===== src/rtl/engine_stride_lane_scheduler_pkg.sv =====
// rtl/engine_stride_lane_scheduler_pkg.sv - shared engine types for the stride lane scheduler
package engine_stride_lane_scheduler_pkg;

    localparam int M_AXI_MEMORY_ADDR_WIDTH = 32;

    typedef struct packed {
        logic [7:0]  id_cu;
        logic [15:0] id_bundle;
        logic [7:0]  cmd;
    } MemoryPacketMeta;

    typedef struct packed {
        logic                               valid;
        logic [M_AXI_MEMORY_ADDR_WIDTH-1:0] index_start;
        logic [M_AXI_MEMORY_ADDR_WIDTH-1:0] index_end;
        logic [M_AXI_MEMORY_ADDR_WIDTH-1:0] stride;
        logic [M_AXI_MEMORY_ADDR_WIDTH-1:0] granularity;
        logic                               increment;
        logic                               decrement;
        MemoryPacketMeta                    meta;
    } StrideIndexConfiguration;

    typedef enum logic [2:0] {
        RESET = 3'd0,
        IDLE  = 3'd1,
        SETUP = 3'd2,
        START = 3'd3,
        BUSY  = 3'd4,
        PAUSE = 3'd5,
        DONE  = 3'd6
    } engine_stride_lane_sched_state;

endpackage


===== src/rtl/engine_stride_lane_scheduler.sv =====
// rtl/engine_stride_lane_scheduler.sv - stride index sequencer with strict round-robin lane batches
module engine_stride_lane_scheduler
    import engine_stride_lane_scheduler_pkg::*;
#(
    parameter int NUM_LANES   = 4,
    parameter int INDEX_WIDTH = M_AXI_MEMORY_ADDR_WIDTH
) (
    input  logic                                   ap_clk,
    input  logic                                   areset,
    input  logic [$bits(StrideIndexConfiguration)-1:0] config_in,
    output logic                                   config_ready_out,
    input  logic                                   start_in,
    input  logic                                   pause_in,
    input  logic [NUM_LANES-1:0]                   lane_ready_in,
    output logic [NUM_LANES-1:0]                   lane_valid_out,
    output logic [INDEX_WIDTH-1:0]                 index_out,
    output logic [$bits(MemoryPacketMeta)-1:0]     meta_out,
    output logic                                   done_out
);

    localparam int LW = (NUM_LANES > 1) ? $clog2(NUM_LANES) : 1;
    localparam int W  = INDEX_WIDTH;

    engine_stride_lane_sched_state state_q, state_d;
    logic [W-1:0]         start_q, start_d, end_q, end_d, stride_q, stride_d;
    logic [W-1:0]         gran_q, gran_d, batch_q, batch_d, idx_q, idx_d;
    logic [W-1:0]         index_q, index_d;
    logic [LW-1:0]        lane_q, lane_d;
    logic                 inc_q, inc_d, dec_q, dec_d, exh_q, exh_d;
    logic [NUM_LANES-1:0] valid_q, valid_d;
    MemoryPacketMeta      meta_q, meta_d;

    StrideIndexConfiguration cfg;
    logic [W:0]           sum, diff;
    logic                 xfer, can_emit, issue_ok, load, drained;

    always_comb begin
        cfg       = StrideIndexConfiguration'(config_in);
        state_d   = state_q;
        start_d   = start_q;
        end_d     = end_q;
        stride_d  = stride_q;
        gran_d    = gran_q;
        batch_d   = batch_q;
        idx_d     = idx_q;
        index_d   = index_q;
        lane_d    = lane_q;
        inc_d     = inc_q;
        dec_d     = dec_q;
        exh_d     = exh_q;
        valid_d   = valid_q;
        meta_d    = meta_q;

        sum  = {1'b0, idx_q} + {1'b0, stride_q};
        diff = {1'b0, idx_q} - {1'b0, stride_q};

        // exh_q records a carry/borrow from the previous step, so idx_q is no longer meaningful
        can_emit = 1'b0;
        if (!exh_q) begin
            if (inc_q && !dec_q)      can_emit = (idx_q < end_q);
            else if (dec_q && !inc_q) can_emit = (idx_q > end_q);
        end

        xfer     = |(valid_q & lane_ready_in);
        drained  = (valid_q == '0) || xfer;
        issue_ok = !pause_in && ((state_q == BUSY) || (state_q == PAUSE) ||
                                 ((state_q == START) && start_in));
        load     = issue_ok && can_emit && drained;

        if (xfer) begin
            valid_d = '0;
            if (batch_q + 1'b1 == gran_q) begin
                batch_d = '0;
                lane_d  = (lane_q == LW'(NUM_LANES - 1)) ? '0 : lane_q + 1'b1;
            end else begin
                batch_d = batch_q + 1'b1;
            end
        end

        if (load) begin
            index_d = idx_q;
            valid_d = NUM_LANES'(1) << lane_d;
            idx_d   = inc_q ? sum[W-1:0] : diff[W-1:0];
            exh_d   = inc_q ? sum[W] : diff[W];
        end

        case (state_q)
            RESET: state_d = IDLE;
            IDLE: begin
                if (cfg.valid) begin
                    state_d  = SETUP;
                    start_d  = W'(cfg.index_start);
                    end_d    = W'(cfg.index_end);
                    stride_d = W'(cfg.stride);
                    gran_d   = W'(cfg.granularity);
                    inc_d    = cfg.increment;
                    dec_d    = cfg.decrement;
                    meta_d   = cfg.meta;
                end
            end
            SETUP: begin
                state_d = START;
                idx_d   = start_q;
                lane_d  = '0;
                batch_d = '0;
                exh_d   = 1'b0;
                gran_d  = (gran_q == '0) ? W'(1) : gran_q;
            end
            START: if (start_in) state_d = BUSY;
            BUSY: begin
                if (pause_in)                 state_d = PAUSE;
                else if (!can_emit && drained) state_d = DONE;
            end
            PAUSE: if (!pause_in) state_d = BUSY;
            DONE:  if (!start_in) state_d = IDLE;
            default: state_d = RESET;
        endcase
    end

    always_ff @(posedge ap_clk or posedge areset) begin
        if (areset) begin
            state_q  <= RESET;
            start_q  <= '0;
            end_q    <= '0;
            stride_q <= '0;
            gran_q   <= '0;
            batch_q  <= '0;
            idx_q    <= '0;
            index_q  <= '0;
            lane_q   <= '0;
            inc_q    <= 1'b0;
            dec_q    <= 1'b0;
            exh_q    <= 1'b0;
            valid_q  <= '0;
            meta_q   <= '0;
        end else begin
            state_q  <= state_d;
            start_q  <= start_d;
            end_q    <= end_d;
            stride_q <= stride_d;
            gran_q   <= gran_d;
            batch_q  <= batch_d;
            idx_q    <= idx_d;
            index_q  <= index_d;
            lane_q   <= lane_d;
            inc_q    <= inc_d;
            dec_q    <= dec_d;
            exh_q    <= exh_d;
            valid_q  <= valid_d;
            meta_q   <= meta_d;
        end
    end

    assign config_ready_out = (state_q == IDLE);
    assign done_out         = (state_q == DONE);
    assign lane_valid_out   = valid_q;
    assign index_out        = index_q;
    assign meta_out         = meta_q;

endmodule

===== config.mk =====
export PLATFORM = sky130hd
export DESIGN_NAME = engine_stride_lane_scheduler
export DESIGN_NICKNAME = d
export VERILOG_FILES = /design/src/rtl/engine_stride_lane_scheduler_pkg.sv /design/src/rtl/engine_stride_lane_scheduler.sv
export SDC_FILE = /design/constraint.sdc
export NUM_CORES = 1
export LEC_CHECK = 0
export ABC_AREA = 1
export BUFFER_PORTS_ARGS = -buffer_cell sky130_fd_sc_hd__clkbuf_2
export CORE_ASPECT_RATIO = 0.75
export CORE_MARGIN = 10
export CORE_UTILIZATION = 32
export DETAILED_ROUTE_END_ITERATION = 16
export PLACE_DENSITY = 0.48
export SLEW_MARGIN = 10
export SYNTH_ARGS = -nofsm -noshare
export SYNTH_HDL_FRONTEND = slang
export SYNTH_SLANG_ARGS = --single-unit

===== constraint.sdc =====
create_clock -name ap_clk -period 17.1 [get_ports ap_clk]
set_clock_uncertainty 0.1 [all_clocks]
set_input_delay 0 -clock ap_clk [delete_from_list [all_inputs] [get_ports ap_clk]]
set_output_delay 0 -clock ap_clk [all_outputs]
set_load 0.03 [all_outputs]

Word-level counts from Yosys, hierarchy flattened
Cells that the tools add are included.

storage, ports and cells
  bits of input ports = 171
  output and inout bits = 70
  logic and storage cells = 91
  register bits after elaboration = 268

cells by class
  multiplexer cells = 28
  reductions and logical operators = 25
  bitwise gates (word level) = 1
  shifts and indexed selects = 1
  $lt $le $gt $ge = 2
  add/sub/neg operators = 4
  equal/unequal tests = 14

operators by type and width
  kind                                                             number
  32-bit 2-to-1 mux                                                8
  32-bit one-hot mux with 2 select lines                           1
  32-bit by 32-bit adder with 33-bit output                        1
  32-bit by 32-bit subtractor with 33-bit output                   1
  32-bit by 1-bit adder with 32-bit output, second input constant  1
  32-bit == test                                                   1
  32-bit greater-than comparator                                   1
  32-bit zero test                                                 1
  32-bit < comparator                                              1
  3-bit one-hot mux with 7 select lines                            1
  3-bit 2-to-1 mux                                                 6
  2-bit inequality test, second input constant                     5
  3-bit == test, second input constant                             3
  2-bit 2-to-1 mux                                                 4
  4-bit 2-to-1 mux                                                 2
  2-bit nonzero test                                               4
  1-bit logical AND                                                7
  3-bit by 2-bit == test with 1-bit output, second input constant  2
  1-bit 2-to-1 mux                                                 6
  5-bit AND reduction                                              1
  4-bit AND                                                        1
  1-bit zero test                                                  4
  4-bit zero test                                                  1
  4-bit OR reduction                                               1
  9 further kinds                                                  11

Logic depth before layout (Yosys ltp)
  word-level depth = 10
  gate-level depth with buffers = 20
  depth with buffers taken out = 20

Least setup slack after synthesis
OpenSTA, ideal clock, no wires.

  path kind = flip-flop to flip-flop
  start = reg stride_q[0]
  end = reg idx_q[30]
  period minus slack after synthesis = 2.430 ns
  data required time = 16.931 ns
  setup time = 0.069 ns
  arrival = 2.261 ns
  path buffers = 0
  stages on the path, launching flop included = 17
  setup slack = 14.670 ns
  cell sequence = dfrtp_1 > ha_1 > inv_1 > fa_1 > o21ai_0 > a21oi_1 > o21ai_0 > a21oi_1 > inv_1 > nand3_1 > nand2_1 > nand2_1 > nand2_1 > nand2_1 > nand2_1 > nand2_1 > nand3_1

on the way
  cells in the longest elaborated chain, start to end = 4
  elaborated cells on any way between the ends = 5
  classes of those cells = add/sub (2); mux (3)

RTL lines
  item                                                                                                                RTL line                                                                source
  start: declaration                                                                                                  engine_stride_lane_scheduler.sv:25                                      logic [W-1:0] start_q, start_d, end_q, end_d, stride_q, stride_d;
  start signal: assignment                                                                                            engine_stride_lane_scheduler.sv:140                                     stride_q <= stride_d;
  32-bit by 32-bit subtractor with 33-bit output / 32-bit by 32-bit adder with 33-bit output (equally long branches)  engine_stride_lane_scheduler.sv:55, engine_stride_lane_scheduler.sv:54
  32-bit 2-to-1 mux *                                                                                                 engine_stride_lane_scheduler.sv:83                                      idx_d = inc_q ? sum[W-1:0] : diff[W-1:0];
  32-bit 2-to-1 mux *                                                                                                 engine_stride_lane_scheduler.sv:80                                      if (load) begin
  32-bit 2-to-1 mux *                                                                                                 engine_stride_lane_scheduler.sv:87                                      case (state_q)
  end signal: assignment                                                                                              engine_stride_lane_scheduler.sv:143                                     idx_q <= idx_d;
  end: declaration                                                                                                    engine_stride_lane_scheduler.sv:26                                      logic [W-1:0] gran_q, gran_d, batch_q, batch_d, idx_q, idx_d;

Mark *: on every way between the ends. The rest lies on a longest branch, timed or not. The select of a mux whose other input is x is not followed.
A chain may end at the register's enable or synchronous reset.

Final worst setup path
  start = reg valid_q[2], in the netlist lane_valid_out[2]
  end = reg idx_q[28]

on the way
  cells in the longest elaborated chain, start to end = 5
  elaborated cells on any way between the ends = 6
  classes of those cells = bitwise (1); reduce/logical (5)

RTL lines
  item                            RTL line                             source
  start: declaration              engine_stride_lane_scheduler.sv:30   logic [NUM_LANES-1:0] valid_q, valid_d;
  start signal: assignment        engine_stride_lane_scheduler.sv:149  valid_q <= valid_d;
  4-bit AND                       engine_stride_lane_scheduler.sv:64   xfer = |(valid_q & lane_ready_in);
  4-bit OR reduction              engine_stride_lane_scheduler.sv:64
  1-bit logical OR *              engine_stride_lane_scheduler.sv:65   drained = (valid_q == '0) || xfer;
  1-bit logical AND *             engine_stride_lane_scheduler.sv:68   load = issue_ok && can_emit && drained;
  2-bit nonzero test (no line) *  n/a

Mark *: on every way between the ends. The rest lies on a longest branch, timed or not.

==> flow_summary.ini <==
[synth]
mappedNetlistNets = 2518
synth_top_area_share = 0.3964
ys_ff_latch = 268
synth.area.top_cells = dfrtp_1, nand2_1, ha_1
synth_edf_count = 0
async_reset_ff_frac = 1.000
syn_avg_cell_area_um2 = 7.529
ys_seq_area_frac = 0.3964
yosys-top-cells-count = nand2_1, inv_1, dfrtp_1
yosysWarnings = 0
mappedNetlistArea_um2 = 16920
synth.distinct_cells = 49
synth_top_cell_by_area = dfrtp_1
synth_flop_cell = dfrtp_1
netlist_instances = 2247
synthMostInstantiatedCell = nand2_1

[critical_path]
worstReg2RegStart = lane_valid_out[2]
worstSetupPathType = flop to flop
end_kind = flop
startpoint_type = flop
crit_start = lane_valid_out[2]
cp.required_ns = 17.49
rr_worst_depth = 12
rrSetupSlack_ns = 13.14
worstPathMaxFanout = 16
crit_arrival_ns = 4.34

[timing]
drv_slew = 0
layout_worst_path_cycle_share = 0.2314
rsz0062_at_grt = no
hold_ws_ns = 0.04230
slew-limit-headroom = 0.3089
hold_violations = 0
fin_setup_tns_ns = 0
worst-slew-pin-transition_ns = 1.024
finalSetupViolations = 0
fin_crit_ns = 3.958
fmax_mhz = 252.7
setup_slack_ns = 13.14

[detailed_routing]
drt_iter0_markers = 1245
vias = 16519
drt-vias-per-instance = 4.922
drt_wl_total_mm = 63.43
remaining_drc_errors = 0
wl_per_cell_um = 18.90
ant_nets = 0
firstDrtPassIters = 5

[place]
hpwl_mm = 48.11
placement.io_buffers = 240
place_inst = 3127
pre_cts_ws_ns = 13.40
place_congestion = 0.9693

[pwr]
vdd_drop_max_mv = 0.1056
power_density_nw_per_um2 = 195.8
power_w = 0.004216
power_leakage_nw = 10.74

[final_layout]
fill_cells = 5386
multi_input_area_um2 = 8879
fin_cells = 3356
syn2layout_area_growth_pct = 27.29
drive_gt1_frac = 0.1599
seqCellArea_um2 = 6706
fin_nets = 2898

[global_route]
grt_max_degree = 124
grt_pass1_wl_mm = 98.55
antenna_found_initial = 1
grt_util_all_layers = 0.1982
grt_pass1_vias = 16830
grt_overflow = 0

[floorplan]
ioPinCount = 241
coreArea_um2 = 51890
start_util = 0.3261
die_w_um = 285.5
std_cell_rows = 72
die_area_um2 = 62560
dieHeight_um = 219.1

[status]
status = completed

[clocking]
cts_buffer_depth = 3
cts_buffers = 31
cts_max_level = 1
clk_pin_slew_ns = 0.07
cts_sinks = 268
insertion_delay_ns = 0.61
cts_setup_buffers = 0
cts_tree = built
root_buffer = clkbuf_16

[hold_path]
hold_path_class = primary input to asynchronous set/reset pin

[flow_run]
drv_cap = 0
## flip-flops by register name (all words and copies together) (netlist names)
name / count
stride_q: 32
index_out: 32
start_q: 32
exh_q: 1
batch_q: 32
inc_q: 1
state_q: 3
meta_out: 32
lane_q: 2
gran_q: 32
lane_valid_out: 4
idx_q: 32
dec_q: 1
end_q: 32
## repair_timing
action,in CTS,in global routing
resized for setup,0,0
hold endpoints to repair,290,0
hold buffers,170,0
## through the flow
step / utilization / instance area [um^2]
6_report: 0.4150 / 21540
2_1_floorplan: - / 16920
3_3_place_gp: 0.3627 / 18820
5_1_grt: 0.4150 / 21530
3_5_place_dp: 0.3627 / 18820
4_1_cts: 0.4149 / 21530
## logic make-up (layout without fill, tap and decap cells)
| kind of cell | count (synthesis) | in the layout | share of synthesized area |
|---|---|---|---|
| adder cells (fa/ha/maj) | 100 | 100 | 0.07484 |
| other | 0 | 2 | 0 |
| multiplexers | 67 | 67 | 0.04452 |
| flip-flops | 268 | 268 | 0.3964 |
| AO/OA/AOI/OAI | 375 | 375 | 0.1250 |
| buffers and inverters | 353 | 757 | 0.08017 |
| AND/OR/NAND/NOR | 1061 | 1061 | 0.2648 |
| XOR/XNOR | 23 | 23 | 0.01435 |
## worst max-delay path, stage by stage (launching register included)
cell           delay, ns
dfrtp_1             0.45
a22o_1              0.23
dlygate4sd3_1       0.55
nor2_1              0.60
o41ai_1             0.31
nand2_1             0.18
nor2_4              0.05
inv_2               0.05
nand2_1             0.18
inv_1               0.57
buf_4               0.38
nand2_1             0.08
o211ai_1            0.09
## layer usage
layer	global-route usage	vias up	routed length [um]
met5	0	-	0
met4	0.02943	0	906
met3	0.04843	52	4729
met2	0.2818	459	25130
met1	0.3007	7909	32670
li1	-	8099	-
## final timing paths
check                                     end
worst max-delay path                idx_q[28]
max in group asynchronous        index_out[5]
worst min-delay path                gran_q[4]
min in group ap_clk                start_q[9]
worst min register to register  index_out[15]
worst max register to register      idx_q[28]
## cell usage in the layout, fill, tap and decap left out, drive strengths merged, types with 4 or more instances in the layout
master       instances
a21o                 6
a21oi              174
buf                 16
clkbuf             283
clkinv              10
dfrtp              268
dlygate4sd3        170
ha                  98
inv                274
mux2                66
nand2              575
nand3              175
nand4               35
nor2               246
nor3                14
nor4                 9
o211ai              27
o21ai              123
o21bai               7
o22ai               20
or2                  4
xor2                19
## layout make-up
cell class | instances | area share
multi-input combinational | 1626 | 0.4123
sequential | 268 | 0.3114
timing repair buffer | 426 | 0.1404
inverter | 274 | 0.04811
tap | 703 | 0.04084
clock buffer | 43 | 0.04044
clock inverter | 14 | 0.006333
antenna | 2 | 0.0002324
## report_power, final
group / leakage, nW / total [W] / switching, W / internal [W]
combinational: 6.99 / 0.00243 / 0.00165 / 0.000777
sequential: 3.25 / 0.00111 / 0.000209 / 0.000906
clock: 0.495 / 0.000674 / 0.000289 / 0.000385
total: 10.7 / 0.00422 / 0.00215 / 0.00207
Note: power is estimated with default switching activity, not from simulation.
